`src/rtl/decode_stage.sv`:
```
// decode_stage: registered RV32I decode stage between fetch and execute.
//
// Ports
//   clk, reset        clock, synchronous active-high reset
//   flush             squash every held and incoming entry
//   in_valid/in_ready upstream handshake; in_instr, in_pc payload
//   out_valid/out_ready downstream handshake
//   out_pc            pc of the presented instruction
//   rs1, rs2, rd      register indices (0 when the format has no such field)
//   imm               sign-extended immediate
//   alu_op            decode_pkg::alu_op_e
//   reg_we, mem_re, mem_we, mem_size, is_branch, is_jump, use_pc, use_imm
//   illegal           only when DECODER_ILLEGAL_EN is defined
//
// Parameters
//   PC_W  width of the pc sideband
//   SKID  1: two-entry skid buffer with a registered in_ready
//         0: single output register, in_ready = !out_valid || out_ready
//
// Optional feature macro: DECODER_ILLEGAL_EN (adds the illegal output).
// Illegal encodings always decode as NOPs; the macro only exposes the flag.

package decode_pkg;

  typedef enum logic [4:0] {
    ALU_ADD, ALU_SUB, ALU_SLL, ALU_SLT, ALU_SLTU, ALU_XOR, ALU_SRL, ALU_SRA,
    ALU_OR, ALU_AND, ALU_LUI, ALU_AUIPC,
    ALU_BEQ, ALU_BNE, ALU_BLT, ALU_BGE, ALU_BLTU, ALU_BGEU
  } alu_op_e;

  localparam logic [6:0] OPC_LUI    = 7'b0110111;
  localparam logic [6:0] OPC_AUIPC  = 7'b0010111;
  localparam logic [6:0] OPC_JAL    = 7'b1101111;
  localparam logic [6:0] OPC_JALR   = 7'b1100111;
  localparam logic [6:0] OPC_BRANCH = 7'b1100011;
  localparam logic [6:0] OPC_LOAD   = 7'b0000011;
  localparam logic [6:0] OPC_STORE  = 7'b0100011;
  localparam logic [6:0] OPC_OPIMM  = 7'b0010011;
  localparam logic [6:0] OPC_OP     = 7'b0110011;
  localparam logic [6:0] OPC_FENCE  = 7'b0001111;
  localparam logic [6:0] OPC_SYSTEM = 7'b1110011;

  typedef struct packed {
    logic [4:0]  rs1;
    logic [4:0]  rs2;
    logic [4:0]  rd;
    logic [31:0] imm;
    alu_op_e     alu;
    logic        reg_we;
    logic        mem_re;
    logic        mem_we;
    logic [2:0]  mem_size;
    logic        is_branch;
    logic        is_jump;
    logic        use_pc;
    logic        use_imm;
`ifdef DECODER_ILLEGAL_EN
    logic        illegal;
`endif
  } dec_t;

endpackage

module decode_stage
  import decode_pkg::*;
#(
  parameter int PC_W = 32,
  parameter int SKID = 1
) (
  input  logic            clk,
  input  logic            reset,
  input  logic            flush,
  input  logic            in_valid,
  output logic            in_ready,
  input  logic [31:0]     in_instr,
  input  logic [PC_W-1:0] in_pc,
  output logic            out_valid,
  input  logic            out_ready,
  output logic [PC_W-1:0] out_pc,
  output logic [4:0]      rs1,
  output logic [4:0]      rs2,
  output logic [4:0]      rd,
  output logic [31:0]     imm,
  output alu_op_e         alu_op,
  output logic            reg_we,
  output logic            mem_re,
  output logic            mem_we,
  output logic [2:0]      mem_size,
  output logic            is_branch,
  output logic            is_jump,
  output logic            use_pc,
  output logic            use_imm
`ifdef DECODER_ILLEGAL_EN
  ,
  output logic            illegal
`endif
);

  // ---------------------------------------------------------------- decode
  logic [6:0]  opc;
  logic [2:0]  f3;
  logic [6:0]  f7;
  logic [31:0] imm_i, imm_s, imm_b, imm_u, imm_j;
  logic        f7_ok;
  logic        legal;
  alu_op_e     arith_op;
  alu_op_e     br_op;
  dec_t        dec;

  assign opc = in_instr[6:0];
  assign f3  = in_instr[14:12];
  assign f7  = in_instr[31:25];

  assign imm_i = {{20{in_instr[31]}}, in_instr[31:20]};
  assign imm_s = {{20{in_instr[31]}}, in_instr[31:25], in_instr[11:7]};
  assign imm_b = {{19{in_instr[31]}}, in_instr[31], in_instr[7],
                  in_instr[30:25], in_instr[11:8], 1'b0};
  assign imm_u = {in_instr[31:12], 12'b0};
  assign imm_j = {{11{in_instr[31]}}, in_instr[31], in_instr[19:12],
                  in_instr[20], in_instr[30:21], 1'b0};

  // funct7 may only be 0x00 or 0x20 where bit 30 picks the op variant.
  assign f7_ok = (f7 == 7'h00) || (f7 == 7'h20);

  always_comb begin
    legal = 1'b1;
    case (opc)
      OPC_LUI, OPC_AUIPC, OPC_JAL, OPC_JALR,
      OPC_FENCE, OPC_SYSTEM: legal = 1'b1;
      OPC_BRANCH: legal = (f3 != 3'd2) && (f3 != 3'd3);
      OPC_LOAD:   legal = (f3 != 3'd3) && (f3 != 3'd6) && (f3 != 3'd7);
      OPC_STORE:  legal = (f3 <= 3'd2);
      OPC_OPIMM:  legal = (f3 == 3'd5) ? f7_ok : 1'b1;
      OPC_OP:     legal = ((f3 == 3'd0) || (f3 == 3'd5)) ? f7_ok : 1'b1;
      default:    legal = 1'b0;
    endcase
  end

  // Bit 30 selects SUB only for register-register ops; for OPIMM it
  // is part of the immediate except on right shifts.
  always_comb begin
    arith_op = ALU_ADD;
    case (f3)
      3'd0: arith_op = (opc == OPC_OP && in_instr[30]) ? ALU_SUB : ALU_ADD;
      3'd1: arith_op = ALU_SLL;
      3'd2: arith_op = ALU_SLT;
      3'd3: arith_op = ALU_SLTU;
      3'd4: arith_op = ALU_XOR;
      3'd5: arith_op = in_instr[30] ? ALU_SRA : ALU_SRL;
      3'd6: arith_op = ALU_OR;
      default: arith_op = ALU_AND;
    endcase
  end

  always_comb begin
    br_op = ALU_BEQ;
    case (f3)
      3'd1: br_op = ALU_BNE;
      3'd4: br_op = ALU_BLT;
      3'd5: br_op = ALU_BGE;
      3'd6: br_op = ALU_BLTU;
      3'd7: br_op = ALU_BGEU;
      default: br_op = ALU_BEQ;
    endcase
  end

  always_comb begin
    dec     = '0;
    dec.alu = ALU_ADD;
    if (legal) begin
      case (opc)
        OPC_LUI: begin
          dec.rd = in_instr[11:7]; dec.imm = imm_u; dec.alu = ALU_LUI;
          dec.reg_we = 1'b1; dec.use_imm = 1'b1;
        end
        OPC_AUIPC: begin
          dec.rd = in_instr[11:7]; dec.imm = imm_u; dec.alu = ALU_AUIPC;
          dec.reg_we = 1'b1; dec.use_pc = 1'b1; dec.use_imm = 1'b1;
        end
        OPC_JAL: begin
          dec.rd = in_instr[11:7]; dec.imm = imm_j;
          dec.reg_we = 1'b1; dec.is_jump = 1'b1;
          dec.use_pc = 1'b1; dec.use_imm = 1'b1;
        end
        OPC_JALR: begin
          dec.rs1 = in_instr[19:15]; dec.rd = in_instr[11:7]; dec.imm = imm_i;
          dec.reg_we = 1'b1; dec.is_jump = 1'b1; dec.use_imm = 1'b1;
        end
        OPC_BRANCH: begin
          dec.rs1 = in_instr[19:15]; dec.rs2 = in_instr[24:20];
          dec.imm = imm_b; dec.alu = br_op; dec.is_branch = 1'b1;
        end
        OPC_LOAD: begin
          dec.rs1 = in_instr[19:15]; dec.rd = in_instr[11:7]; dec.imm = imm_i;
          dec.reg_we = 1'b1; dec.mem_re = 1'b1; dec.mem_size = f3;
          dec.use_imm = 1'b1;
        end
        OPC_STORE: begin
          dec.rs1 = in_instr[19:15]; dec.rs2 = in_instr[24:20]; dec.imm = imm_s;
          dec.mem_we = 1'b1; dec.mem_size = f3; dec.use_imm = 1'b1;
        end
        OPC_OPIMM: begin
          dec.rs1 = in_instr[19:15]; dec.rd = in_instr[11:7]; dec.imm = imm_i;
          dec.alu = arith_op; dec.reg_we = 1'b1; dec.use_imm = 1'b1;
        end
        OPC_OP: begin
          dec.rs1 = in_instr[19:15]; dec.rs2 = in_instr[24:20];
          dec.rd = in_instr[11:7]; dec.alu = arith_op; dec.reg_we = 1'b1;
        end
        default: ; // FENCE / SYSTEM: NOP
      endcase
    end
    if (dec.rd == 5'd0) dec.reg_we = 1'b0;
`ifdef DECODER_ILLEGAL_EN
    dec.illegal = !legal || (in_instr[1:0] != 2'b11);
`endif
  end

  // ------------------------------------------------------------- pipeline
  dec_t            out_q;
  logic [PC_W-1:0] out_pc_q;
  logic            accept;

  // A flush drops whatever is offered in the same cycle.
  assign accept = in_valid && in_ready && !flush;

  typedef enum logic [1:0] {S_EMPTY, S_ONE, S_TWO} state_e;

  generate
    if (SKID != 0) begin : g_skid
      state_e          state, state_nx;
      dec_t            skid_q;
      logic [PC_W-1:0] skid_pc_q;
      logic            ready_q;
      logic            load_out, load_skid, move_skid;

      always_comb begin
        state_nx  = state;
        load_out  = 1'b0;
        load_skid = 1'b0;
        move_skid = 1'b0;
        if (flush) begin
          state_nx = S_EMPTY;
        end else begin
          case (state)
            S_EMPTY: if (accept) begin
              load_out = 1'b1; state_nx = S_ONE;
            end
            S_ONE: begin
              if (accept && out_ready) begin
                load_out = 1'b1;
              end else if (accept) begin
                load_skid = 1'b1; state_nx = S_TWO;
              end else if (out_ready) begin
                state_nx = S_EMPTY;
              end
            end
            S_TWO: if (out_ready) begin
              move_skid = 1'b1; state_nx = S_ONE;
            end
            default: state_nx = S_EMPTY;
          endcase
        end
      end

      // in_ready comes straight from a flop so upstream sees no
      // combinational path from out_ready.
      always_ff @(posedge clk) begin
        if (reset) begin
          state     <= S_EMPTY;
          ready_q   <= 1'b1;
          out_q     <= '0;
          out_pc_q  <= '0;
          skid_q    <= '0;
          skid_pc_q <= '0;
        end else begin
          state   <= state_nx;
          ready_q <= (state_nx != S_TWO);
          if (load_out) begin
            out_q    <= dec;
            out_pc_q <= in_pc;
          end else if (move_skid) begin
            out_q    <= skid_q;
            out_pc_q <= skid_pc_q;
          end
          if (load_skid) begin
            skid_q    <= dec;
            skid_pc_q <= in_pc;
          end
        end
      end

      assign in_ready  = ready_q;
      assign out_valid = (state != S_EMPTY);
    end else begin : g_noskid
      logic vld_q;

      always_ff @(posedge clk) begin
        if (reset) begin
          vld_q    <= 1'b0;
          out_q    <= '0;
          out_pc_q <= '0;
        end else if (flush) begin
          vld_q <= 1'b0;
        end else if (accept) begin
          vld_q    <= 1'b1;
          out_q    <= dec;
          out_pc_q <= in_pc;
        end else if (out_ready) begin
          vld_q <= 1'b0;
        end
      end

      assign in_ready  = !vld_q || out_ready;
      assign out_valid = vld_q;
    end
  endgenerate

  assign out_pc    = out_pc_q;
  assign rs1       = out_q.rs1;
  assign rs2       = out_q.rs2;
  assign rd        = out_q.rd;
  assign imm       = out_q.imm;
  assign alu_op    = out_q.alu;
  assign reg_we    = out_q.reg_we;
  assign mem_re    = out_q.mem_re;
  assign mem_we    = out_q.mem_we;
  assign mem_size  = out_q.mem_size;
  assign is_branch = out_q.is_branch;
  assign is_jump   = out_q.is_jump;
  assign use_pc    = out_q.use_pc;
  assign use_imm   = out_q.use_imm;
`ifdef DECODER_ILLEGAL_EN
  assign illegal   = out_q.illegal;
`endif

endmodule

```
`config.mk`:
```
export PLATFORM = sky130hd
export DESIGN_NAME = decode_stage
export DESIGN_NICKNAME = d
export VERILOG_FILES = /design/src/rtl/decode_stage.sv
export SDC_FILE = /design/constraint.sdc
export NUM_CORES = 1
export LEC_CHECK = 0
export BUFFER_PORTS_ARGS = -buffer_cell sky130_fd_sc_hd__buf_2
export CORE_ASPECT_RATIO = 0.75
export CORE_MARGIN = 2
export CORE_UTILIZATION = 33
export CTS_CLUSTER_SIZE = 8
export DETAILED_ROUTE_END_ITERATION = 10
export PLACE_DENSITY = 0.49
export SYNTH_ARGS = -nofsm -noshare
export SYNTH_HDL_FRONTEND = slang
export SYNTH_SLANG_ARGS = --single-unit
export TNS_END_PERCENT = 30
```
`constraint.sdc`:
```
create_clock -name clk -period 2.48 [get_ports clk]
set_clock_uncertainty 0.2 [all_clocks]
set_input_delay 0.248 -clock clk [delete_from_list [all_inputs] [get_ports clk]]
set_output_delay 0.248 -clock clk [all_outputs]
set_load 0.005 [all_outputs]
```
==> flow_metrics.py, run 1 <==
metrics = {
    "layout": {
        "fin_nets": 1267,
        "area_growth_pct": 30.5,
        "drive_gt1_frac": 0.215,
        "fill_cells": 2471,
        "final_cells": 1542,
        "n_antenna_cell": 0,
        "final_area_sq_um": 10600,
    },
    "placed_design": {
        "dpl_cell_area_sq_um": 9440,
        "hpwl_um": 17800,
        "io_buffers": 164,
        "dp.cells": 1455,
        "pre_cts_ws_ps": 158,
        "gp_congestion": 0.863,
    },
    "timing": {
        "max_freq_mhz": 414,
        "finalSetupViolations": 0,
        "finalMaxSlewViolations": 0,
        "layout_setup_ws_ps": 63.2,
        "relSlewSlack": 0.665,
        "period_share": 0.975,
        "hold_violations": 0,
        "rsz0062_at_grt": "no",
        "fin_tns_setup_ps": 0,
        "worst_pin_slew_ps": 502,
        "fin_crit_ps": 2420,
    },
    "critical_path": {
        "worstPathRequired_ps": 2670,
        "crit_type": "in -> reg",
        "cp-start-kind": "primary input",
        "critical_path_arrival_ps": 2600,
        "r2r_cells": 6,
        "crit_fanout": 22,
        "crit_path_end_kind": "flop",
    },
    "route": {
        "totalWireLength_um": 27100,
        "postRouteAntennaNets": 0,
        "wl_per_cell_um": 17.6,
        "vias": 8016,
        "via_per_inst": 5.20,
        "wl_met3_um": 1690,
        "first_pass_iters": 5,
        "met2WireLength_um": 11100,
        "drt_iter0_drc": 551,
        "met1_length_um": 14100,
        "drc": 0,
        "maxUsedRoutingLayer": "met4",
    },
    "clocking": {
        "cts_root_buffer": "clkbuf_16",
        "cts_setup_buffers": 0,
        "cts.sinks": 191,
        "htree_num_levels": 4,
        "clock_path_buffers": 2,
        "cts_buffers": 17,
        "worst_skew_pair.late_latency_ps": 450,
        "cts_tree": "done",
        "path_clk_slew_ps": 70,
    },
    "synthesis": {
        "syn-cell-area_sq_um": 8130,
        "yosys_warnings": 0,
        "synth_edf_count": 0,
        "netlist-cell-type-count": 53,
        "ys_async_sr_fraction": 0,
        "syn-mean-instance-area_sq_um": 8.06,
        "synth_common_cells": "nand2_1 (247), dfxtp_1 (191), a21oi_1 (148)",
        "synth_top_cells_by_area": "dfxtp_1 (47%), nand2_1 (11%), a21oi_1 (9.1%), a22oi_1 (3.2%), clkbuf_1 (3.0%)",
        "yosysTopAreaCell": "dfxtp_1",
        "yosysMostFrequentCell": "nand2_1",
        "ys_seq_area_frac": 0.471,
        "synth.top_cell.area_share": 0.471,
        "synth_seq_cells": 191,
        "synth_fp_nets": 1077,
        "synth_ff_type": "dfxtp_1",
        "synthCells": 1008,
    },
    "die": {
        "chipHeight_um": 140,
        "die_width_um": 185,
        "num_rows": 49,
        "die_area_sq_um": 25900,
        "num_io_pins": 165,
        "initial_core_util": 0.337,
        "core_sq_um": 24100,
    },
    "global_routing": {
        "grt_pass1_wl_um": 42200,
        "grt_use_total": 0.210,
        "grt_pass1_vias": 7394,
        "antenna_found_initial": 0,
        "grt_max_degree": 61,
        "grt_overflow": 0,
    },
    "job": {
        "max_cap_violations": 0,
    },
    "pwr": {
        "peakVddDrop_v": 0.000522,
        "p_per_area_nw_per_um2": 624,
        "leakage_nw": 4.02,
    },
    "hold_path": {
        "hold_path_depth": 3,
        "min_path_type": "in -> reg",
    },
    "status": {
        "status": "finished clean",
    },
}
[timing repair]
item / in CTS / in global routing
resized for setup: 0 / 2
hold endpoints to repair: 127 / 0
endpoints found under the setup margin: 0 / 3
hold buffers: 55 / 0
[worst paths after layout]
check / startpoint / endpoint / slack (ps)
setup / recovery: in_instr[29] / g_skid.skid_q[52]$_SDFFE_PP0P_ / 60
hold / removal: in_instr[20] / g_skid.skid_q[35]$_SDFFE_PP0P_ / 30
setup reg to reg: in_ready$_SDFF_PP1_ / out_pc[8]$_SDFFE_PP0P_ / 350
hold reg to reg: out_pc[6]$_SDFFE_PP0P_ / out_pc[6]$_SDFFE_PP0P_ / 250
[critical path, cell delays in order]
cell and delay [ps]:
dlygate4sd3_1 530, buf_2 160, or4_1 510, nor3_2 180, o31ai_2 130, o211ai_4 210, and2_4 420, a32o_1 210
[power breakdown]
| part | internal [mW] | leakage (nW) | switching, mW | total (mW) |
|---|---|---|---|---|
| combinational | 0.237 | 2.18 | 0.351 | 0.587 |
| clock | 1.55 | 0.291 | 1.35 | 2.90 |
| sequential | 3.11 | 1.54 | 0.0209 | 3.13 |
[cell usage in the layout, fill, tap and decap left out, drive strengths merged, types with 2 or more instances in the layout]
| cell | synthesis | layout |
|---|---|---|
| nand4 | 10 | 10 |
| a32oi | 2 | 2 |
| buf | 26 | 208 |
| o211ai | 3 | 3 |
| clkinv | 0 | 3 |
| mux2i | 16 | 16 |
| a41oi | 16 | 16 |
| a22o | 12 | 12 |
| nor3 | 8 | 8 |
| nand3b | 2 | 2 |
| o31ai | 10 | 10 |
| nand3 | 17 | 17 |
| bufinv | 0 | 2 |
| nand2b | 10 | 10 |
| a21o | 5 | 5 |
| nor2 | 55 | 55 |
| nand2 | 247 | 247 |
| o32ai | 4 | 4 |
| or4 | 2 | 2 |
| and2 | 5 | 5 |
| clkbuf | 66 | 18 |
| dlygate4sd3 | 0 | 55 |
| a31oi | 35 | 35 |
| clkinvlp | 0 | 3 |
| or2 | 3 | 3 |
| dfxtp | 191 | 191 |
| a311oi | 5 | 5 |
| a21oi | 148 | 148 |
| inv | 5 | 11 |
| a22oi | 35 | 35 |
| nor2b | 5 | 5 |
| o22ai | 10 | 10 |
| and3 | 10 | 10 |
| o21ai | 16 | 16 |
| a32o | 14 | 14 |
| a211oi | 5 | 5 |
[metrics by stage]
stage / util / hold WS (ps) / power, mW
after floorplan: - / 125 / 3.45
after global placement: 0.392 / 238 / 3.71
after detailed placement: 0.392 / 242 / 3.71
after CTS: 0.440 / 2.94 / 6.69
after global routing: 0.440 / 40.8 / 6.85
final: 0.440 / 27.0 / 6.62
[flip-flops by register name, summed over array words and instances (netlist names), 2 cells and up]
| name | flops |
|---|---|
| out_pc | 32 |
| rs2 | 5 |
| rs1 | 5 |
| rd | 5 |
| g_skid.state | 2 |
| alu_op | 5 |
| g_skid.skid_pc_q | 32 |
| mem_size | 3 |
| g_skid.skid_q | 62 |
| imm | 32 |
[cell families after synthesis]
| family | Yosys count | synth area share |
|---|---|---|
| buffers and inverters | 97 | 0.0511 |
| flip-flops | 191 | 0.471 |
| XOR/XNOR | 1 | 0.00108 |
| AO/OA/AOI/OAI | 325 | 0.258 |
| AND/OR/NAND/NOR | 377 | 0.198 |
| multiplexers | 17 | 0.0211 |
[cell type report]
class | count | area [sq um] | share of cell area
clock inverter | 14 | 174 | 0.0164
sequential | 191 | 3820 | 0.360
inverter | 5 | 18.8 | 0.00177
clock buffer | 18 | 439 | 0.0414
multi-input combinational | 720 | 3920 | 0.370
tap | 331 | 414 | 0.0390
timing repair buffer | 263 | 1820 | 0.171
[routing by layer]
metal	GRT usage	vias to the layer above
met5	0	-
met4	0.0551	0
met3	0.0403	15
met2	0.293	272
met1	0.325	3777
li1	-	3952
(Power assumes the default switching activity.)
==> run 2: changes to the inputs <==
Settings changed: CAP_MARGIN set to 30, CELL_PAD_IN_SITES_DETAIL_PLACEMENT set to 0, CELL_PAD_IN_SITES_GLOBAL_PLACEMENT set to 1, CORE_MARGIN 2 to not set, PLACE_DENSITY 0.49 to 0.63.
==> flow_metrics.py, run 2 (same netlist as run 1, synthesis figures left out) <==
metrics = {
    "timing": {
        "worst_pin_slew_ps": 583,
        "rsz0062_at_grt": "no",
        "period_share": 0.951,
        "hold_violations": 0,
        "finalSetupViolations": 0,
        "relSlewSlack": 0.611,
        "fin_crit_ps": 2360,
        "fin_tns_setup_ps": 0,
        "finalMaxSlewViolations": 0,
        "max_freq_mhz": 424,
    },
    "clocking": {
        "htree_num_levels": 4,
        "clock_path_buffers": 2,
        "cts.sinks": 191,
        "cts_tree": "done",
        "worst_skew_pair.late_latency_ps": 450,
        "cts_root_buffer": "clkbuf_16",
        "cts_buffers": 17,
        "path_clk_slew_ps": 80,
        "cts_setup_buffers": 0,
    },
    "layout": {
        "area_growth_pct": 30.5,
        "regMostFlops": "g_skid.skid_q",
        "drive_gt1_frac": 0.209,
        "fin_nets": 1264,
        "final_common_cell": "nand2_1",
        "n_antenna_cell": 0,
        "largest_reg_flops": 62,
        "layout_common_cells": "nand2_1 (246), dfxtp_1 (191), buf_2 (163)",
    },
    "critical_path": {
        "path_buf_inv": 2,
        "regToRegSetupSlack_ps": 310,
        "crit_path_end_kind": "flop",
        "startpoint": "in_instr[27]",
        "slowest_stage": "dlygate4sd3_1",
        "r2r_cells": 6,
        "cpPeakStageDelay_ps": 570,
        "worstPathCellList": "dlygate4sd3_1 -> buf_2 -> or4_1 -> nor3_2 -> o31ai_2 -> o211ai_4 -> and2_4 -> a32o_1",
        "critical_path_arrival_ps": 2550,
        "worstPathRequired_ps": 2670,
        "reg2reg_to": "in_ready$_SDFF_PP1_",
        "crit_family": "simple AND/OR/NAND/NOR gates",
        "cp-start-kind": "primary input",
        "cp.depth": 8,
        "reg2reg_from": "in_ready$_SDFF_PP1_",
        "crit_type": "in -> reg",
        "crit_end": "g_skid.skid_q[54]$_SDFFE_PP0P_",
        "crit_fanout": 22,
    },
    "route": {
        "wl_per_cell_um": 17.5,
        "first_pass_iters": 5,
        "via_per_inst": 5.21,
        "vias": 8017,
        "totalWireLength_um": 27000,
        "postRouteAntennaNets": 0,
        "drt_iter0_drc": 641,
        "drc": 0,
    },
    "placed_design": {
        "gp_congestion": 0.924,
        "hpwl_um": 17900,
        "io_buffers": 164,
    },
    "pwr": {
        "p_per_area_nw_per_um2": 618,
        "total_power_mw": 6.56,
        "peakVddDrop_v": 0.000493,
        "leakage_nw": 4.00,
    },
    "job": {
        "max_cap_violations": 0,
    },
    "die": {
        "core_sq_um": 24100,
        "num_rows": 49,
        "num_io_pins": 165,
        "die_width_um": 183,
        "die_area_sq_um": 25300,
        "initial_core_util": 0.337,
        "chipHeight_um": 138,
    },
    "global_routing": {
        "grt_overflow": 0,
        "antenna_found_initial": 0,
        "grt_pass1_wl_um": 41300,
        "grt_pass1_vias": 7101,
        "grt_use_total": 0.213,
        "grt_max_degree": 71,
    },
    "status": {
        "status": "finished clean",
    },
    "hold_path": {
        "min_path_type": "in -> reg",
    },
}
==> run 2: changes by cell type in the layout (fill, tap and decap cells not counted), moves of 2 or more <==
cell           before  now
buf_4              36   27
inv_6               4    2
buf_12              9   11
dlygate4sd3_1      55   58
==> run 2: power breakdown <==
group / switching [mW] / leakage [nW] / internal, mW
combinational: 0.345 / 2.18 / 0.240
sequential: 0.0199 / 1.54 / 3.11
clock: 1.30 / 0.277 / 1.55
total: 1.66 / 4.00 / 4.89
==> run 2: area by class of cell <==
class	count	area, sq um
Fill cell	2482	13500
Clock inverter	11	133
Sequential cell	191	3820
Clock buffer	20	457
Timing Repair Buffer	260	1830
Tap cell	331	414
Inverter	5	18.8
Multi-Input combinational cell	720	3930
==> run 2: what timing repair did <==
action | in CTS | in global routing
hold endpoints to repair | 131 | 0
hold buffers | 58 | 0
endpoints found under the setup margin | 0 | 25
gates resized for setup | 0 | 4
==> run 2: per-layer routing <==
layer,global-route usage,vias to the layer above,part of all wire
met4,0.0602,0,0.012
met2,0.298,213,0.41
met3,0.0376,26,0.050
met5,0,-,0
met1,0.329,3815,0.53
li1,-,3963,-
==> run 2: how the worst min path moves through the flow <==
stage,startpoint,end,slack (ps),depth (start not counted)
after floorplan,flush,g_skid.state[0]$_SDFF_PP0_,120,1
after global placement,g_skid.skid_q[22]$_SDFFE_PP0P_,g_skid.skid_q[22]$_SDFFE_PP0P_,240,2
after detailed placement,g_skid.skid_q[25]$_SDFFE_PP0P_,g_skid.skid_q[25]$_SDFFE_PP0P_,240,2
after CTS,in_instr[12],g_skid.skid_q[4]$_SDFFE_PP0P_,20,2
after global routing,in_instr[12],g_skid.skid_q[4]$_SDFFE_PP0P_,50,2
final,in_instr[12],g_skid.skid_q[4]$_SDFFE_PP0P_,50,2
==> run 2: metrics by stage <==
| step | utilization | instances | hold slack, ps | worst slack (ps) | cell area [sq um] |
|---|---|---|---|---|---|
| finish | 0.440 | 1538 | 47.3 | 121 | 10600 |
| global route | 0.440 | 1538 | 46.2 | 4.24 | 10600 |
| CTS | 0.440 | 1538 | 15.1 | 62.4 | 10600 |
| detailed placement | 0.391 | 1449 | 239 | 180 | 9420 |
| global placement | 0.391 | 1449 | 235 | 213 | 9420 |
| floorplan | - | 1008 | 125 | 435 | 8130 |
==> run 3: changes to the inputs <==
Settings changed: BUFFER_PORTS_ARGS -buffer_cell sky130_fd_sc_hd__buf_2 to not set, CORE_MARGIN set to 4, DONT_BUFFER_PORTS set to 1, GPL_TIMING_DRIVEN set to 0, PLACE_DENSITY 0.63 to 0.56.
==> flow_metrics.py, run 3 (same netlist as run 1, synthesis figures left out) <==
metrics = {
    "die": {
        "num_rows": 49,
        "initial_core_util": 0.337,
        "die_width_um": 189,
        "chipHeight_um": 144,
        "die_area_sq_um": 27200,
        "num_io_pins": 165,
        "core_sq_um": 24100,
    },
    "critical_path": {
        "startpoint": "in_ready$_SDFF_PP1_",
        "crit_path_end_kind": "flop",
        "regToRegSetupSlack_ps": 50,
        "critical_path_arrival_ps": 2590,
        "crit_type": "reg -> reg",
        "reg2reg_from": "in_ready$_SDFF_PP1_",
        "crit_fanout": 10,
        "r2r_cells": 7,
        "worstPathRequired_ps": 2640,
        "reg2reg_to": "g_skid.skid_q[49]$_SDFFE_PP0P_",
        "crit_end": "g_skid.skid_q[49]$_SDFFE_PP0P_",
        "cp-start-kind": "flop",
    },
    "hold_path": {
        "min_path_type": "in -> reg",
    },
    "layout": {
        "final_common_cell": "nand2_1",
        "largest_reg_flops": 62,
        "drive_gt1_frac": 0.0818,
        "regMostFlops": "g_skid.skid_q",
        "n_antenna_cell": 0,
        "fin_nets": 1157,
        "layout_common_cells": "nand2_1 (247), dfxtp_1 (191), a21oi_1 (148)",
        "area_growth_pct": 20.1,
        "final_area_sq_um": 9760,
        "fill_cells": 2602,
    },
    "clocking": {
        "cts_buffers": 17,
        "cts_root_buffer": "clkbuf_16",
        "htree_num_levels": 4,
        "path_clk_slew_ps": 70,
        "clock_path_buffers": 2,
        "worst_skew_pair.late_latency_ps": 440,
        "cts.sinks": 191,
        "cts_tree": "done",
    },
    "route": {
        "via_per_inst": 5.44,
        "drc": 0,
        "wl_per_cell_um": 22.3,
        "first_pass_iters": 5,
        "vias": 7791,
        "postRouteAntennaNets": 0,
        "totalWireLength_um": 31900,
        "drt_iter0_drc": 644,
    },
    "timing": {
        "finalMaxSlewViolations": 0,
        "fin_crit_ps": 2430,
        "relSlewSlack": 0.283,
        "finalSetupViolations": 0,
        "rsz0062_at_grt": "yes",
        "period_share": 0.979,
        "layout_setup_ws_ps": 53.1,
        "hold_violations": 0,
        "worst_pin_slew_ps": 1070,
        "fin_tns_setup_ps": 0,
        "max_freq_mhz": 412,
    },
    "placed_design": {
        "gp_congestion": 0.899,
        "dpl_cell_area_sq_um": 8540,
        "hpwl_um": 22900,
        "io_buffers": 0,
        "pre_cts_ws_ps": -369,
    },
    "pwr": {
        "p_per_area_nw_per_um2": 654,
        "leakage_nw": 3.24,
        "peakVddDrop_v": 0.000491,
        "total_power_mw": 6.38,
    },
    "job": {
        "max_cap_violations": 0,
    },
    "global_routing": {
        "grt_pass1_vias": 7482,
        "grt_pass1_wl_um": 47800,
        "antenna_found_initial": 0,
        "grt_max_degree": 17,
        "grt_use_total": 0.233,
        "grt_overflow": 0,
    },
    "status": {
        "status": "finished clean",
    },
}
[run 3: area by class of cell]
type                    count  area [sq um]  area share
inverters                   5          18.8     0.00192
plain buffers              91           423      0.0433
clock inverters            12           111      0.0114
well taps                 331           414      0.0424
clock buffers              19           453      0.0464
repair buffers             62           613      0.0628
flip-flops and latches    191          3820       0.392
multi-input cells         720          3900       0.400
[run 3: through the flow]
step / util / hold slack [ps] / instances
finish: 0.405 / 24.8 / 1431
global route: 0.405 / 45.0 / 1431
CTS: 0.404 / 14.2 / 1432
detailed placement: 0.354 / 129 / 1339
global placement: 0.354 / 138 / 1339
floorplan: - / 125 / 1008
[run 3: metal layers]
| metal | track usage | vias to the layer above | routed length, um |
|---|---|---|---|
| met1 | 0.355 | 3742 | 16300 |
| met4 | 0.0525 | 0 | 357 |
| li1 | - | 3752 | - |
| met2 | 0.318 | 272 | 12400 |
| met5 | 0 | - | 0 |
| met3 | 0.0709 | 25 | 2820 |
[run 3: worst min-delay path by stage]
stage	startpoint	endpoint	slack, ps	cells past startpoint
finish	flush	g_skid.skid_q[8]$_SDFFE_PP0P_	20	4
global placement	flush	g_skid.state[0]$_SDFF_PP0_	140	1
floorplan	flush	g_skid.state[0]$_SDFF_PP0_	120	1
CTS	in_instr[9]	reg_we$_SDFFE_PP0P_	10	4
detailed placement	flush	g_skid.state[0]$_SDFF_PP0_	130	1
global route	flush	g_skid.skid_pc_q[31]$_SDFFE_PP0P_	50	4
[run 3: power breakdown]
part | internal, mW | switching [mW] | total (mW)
clock | 1.44 | 1.29 | 2.74
combinational | 0.170 | 0.335 | 0.505
sequential | 3.11 | 0.0343 | 3.14
[run 3: repair_timing]
action / 4_1_cts / 5_1_grt
endpoints found under the setup margin: 116 / 107
setup buffers: 3 / 0
pin swaps: 1 / 0
hold buffers: 59 / 0
resized for setup: 10 / 29
hold endpoints to repair: 155 / 0
[run 3: critical path, stage by stage, from the launching register on]
cell,delay [ps]
dfxtp_1,330
nand2_1,260
nor3_2,120
nand2b_1,110
clkbuf_1,440
clkbuf_1,610
nand2_1,110
a21oi_1,160
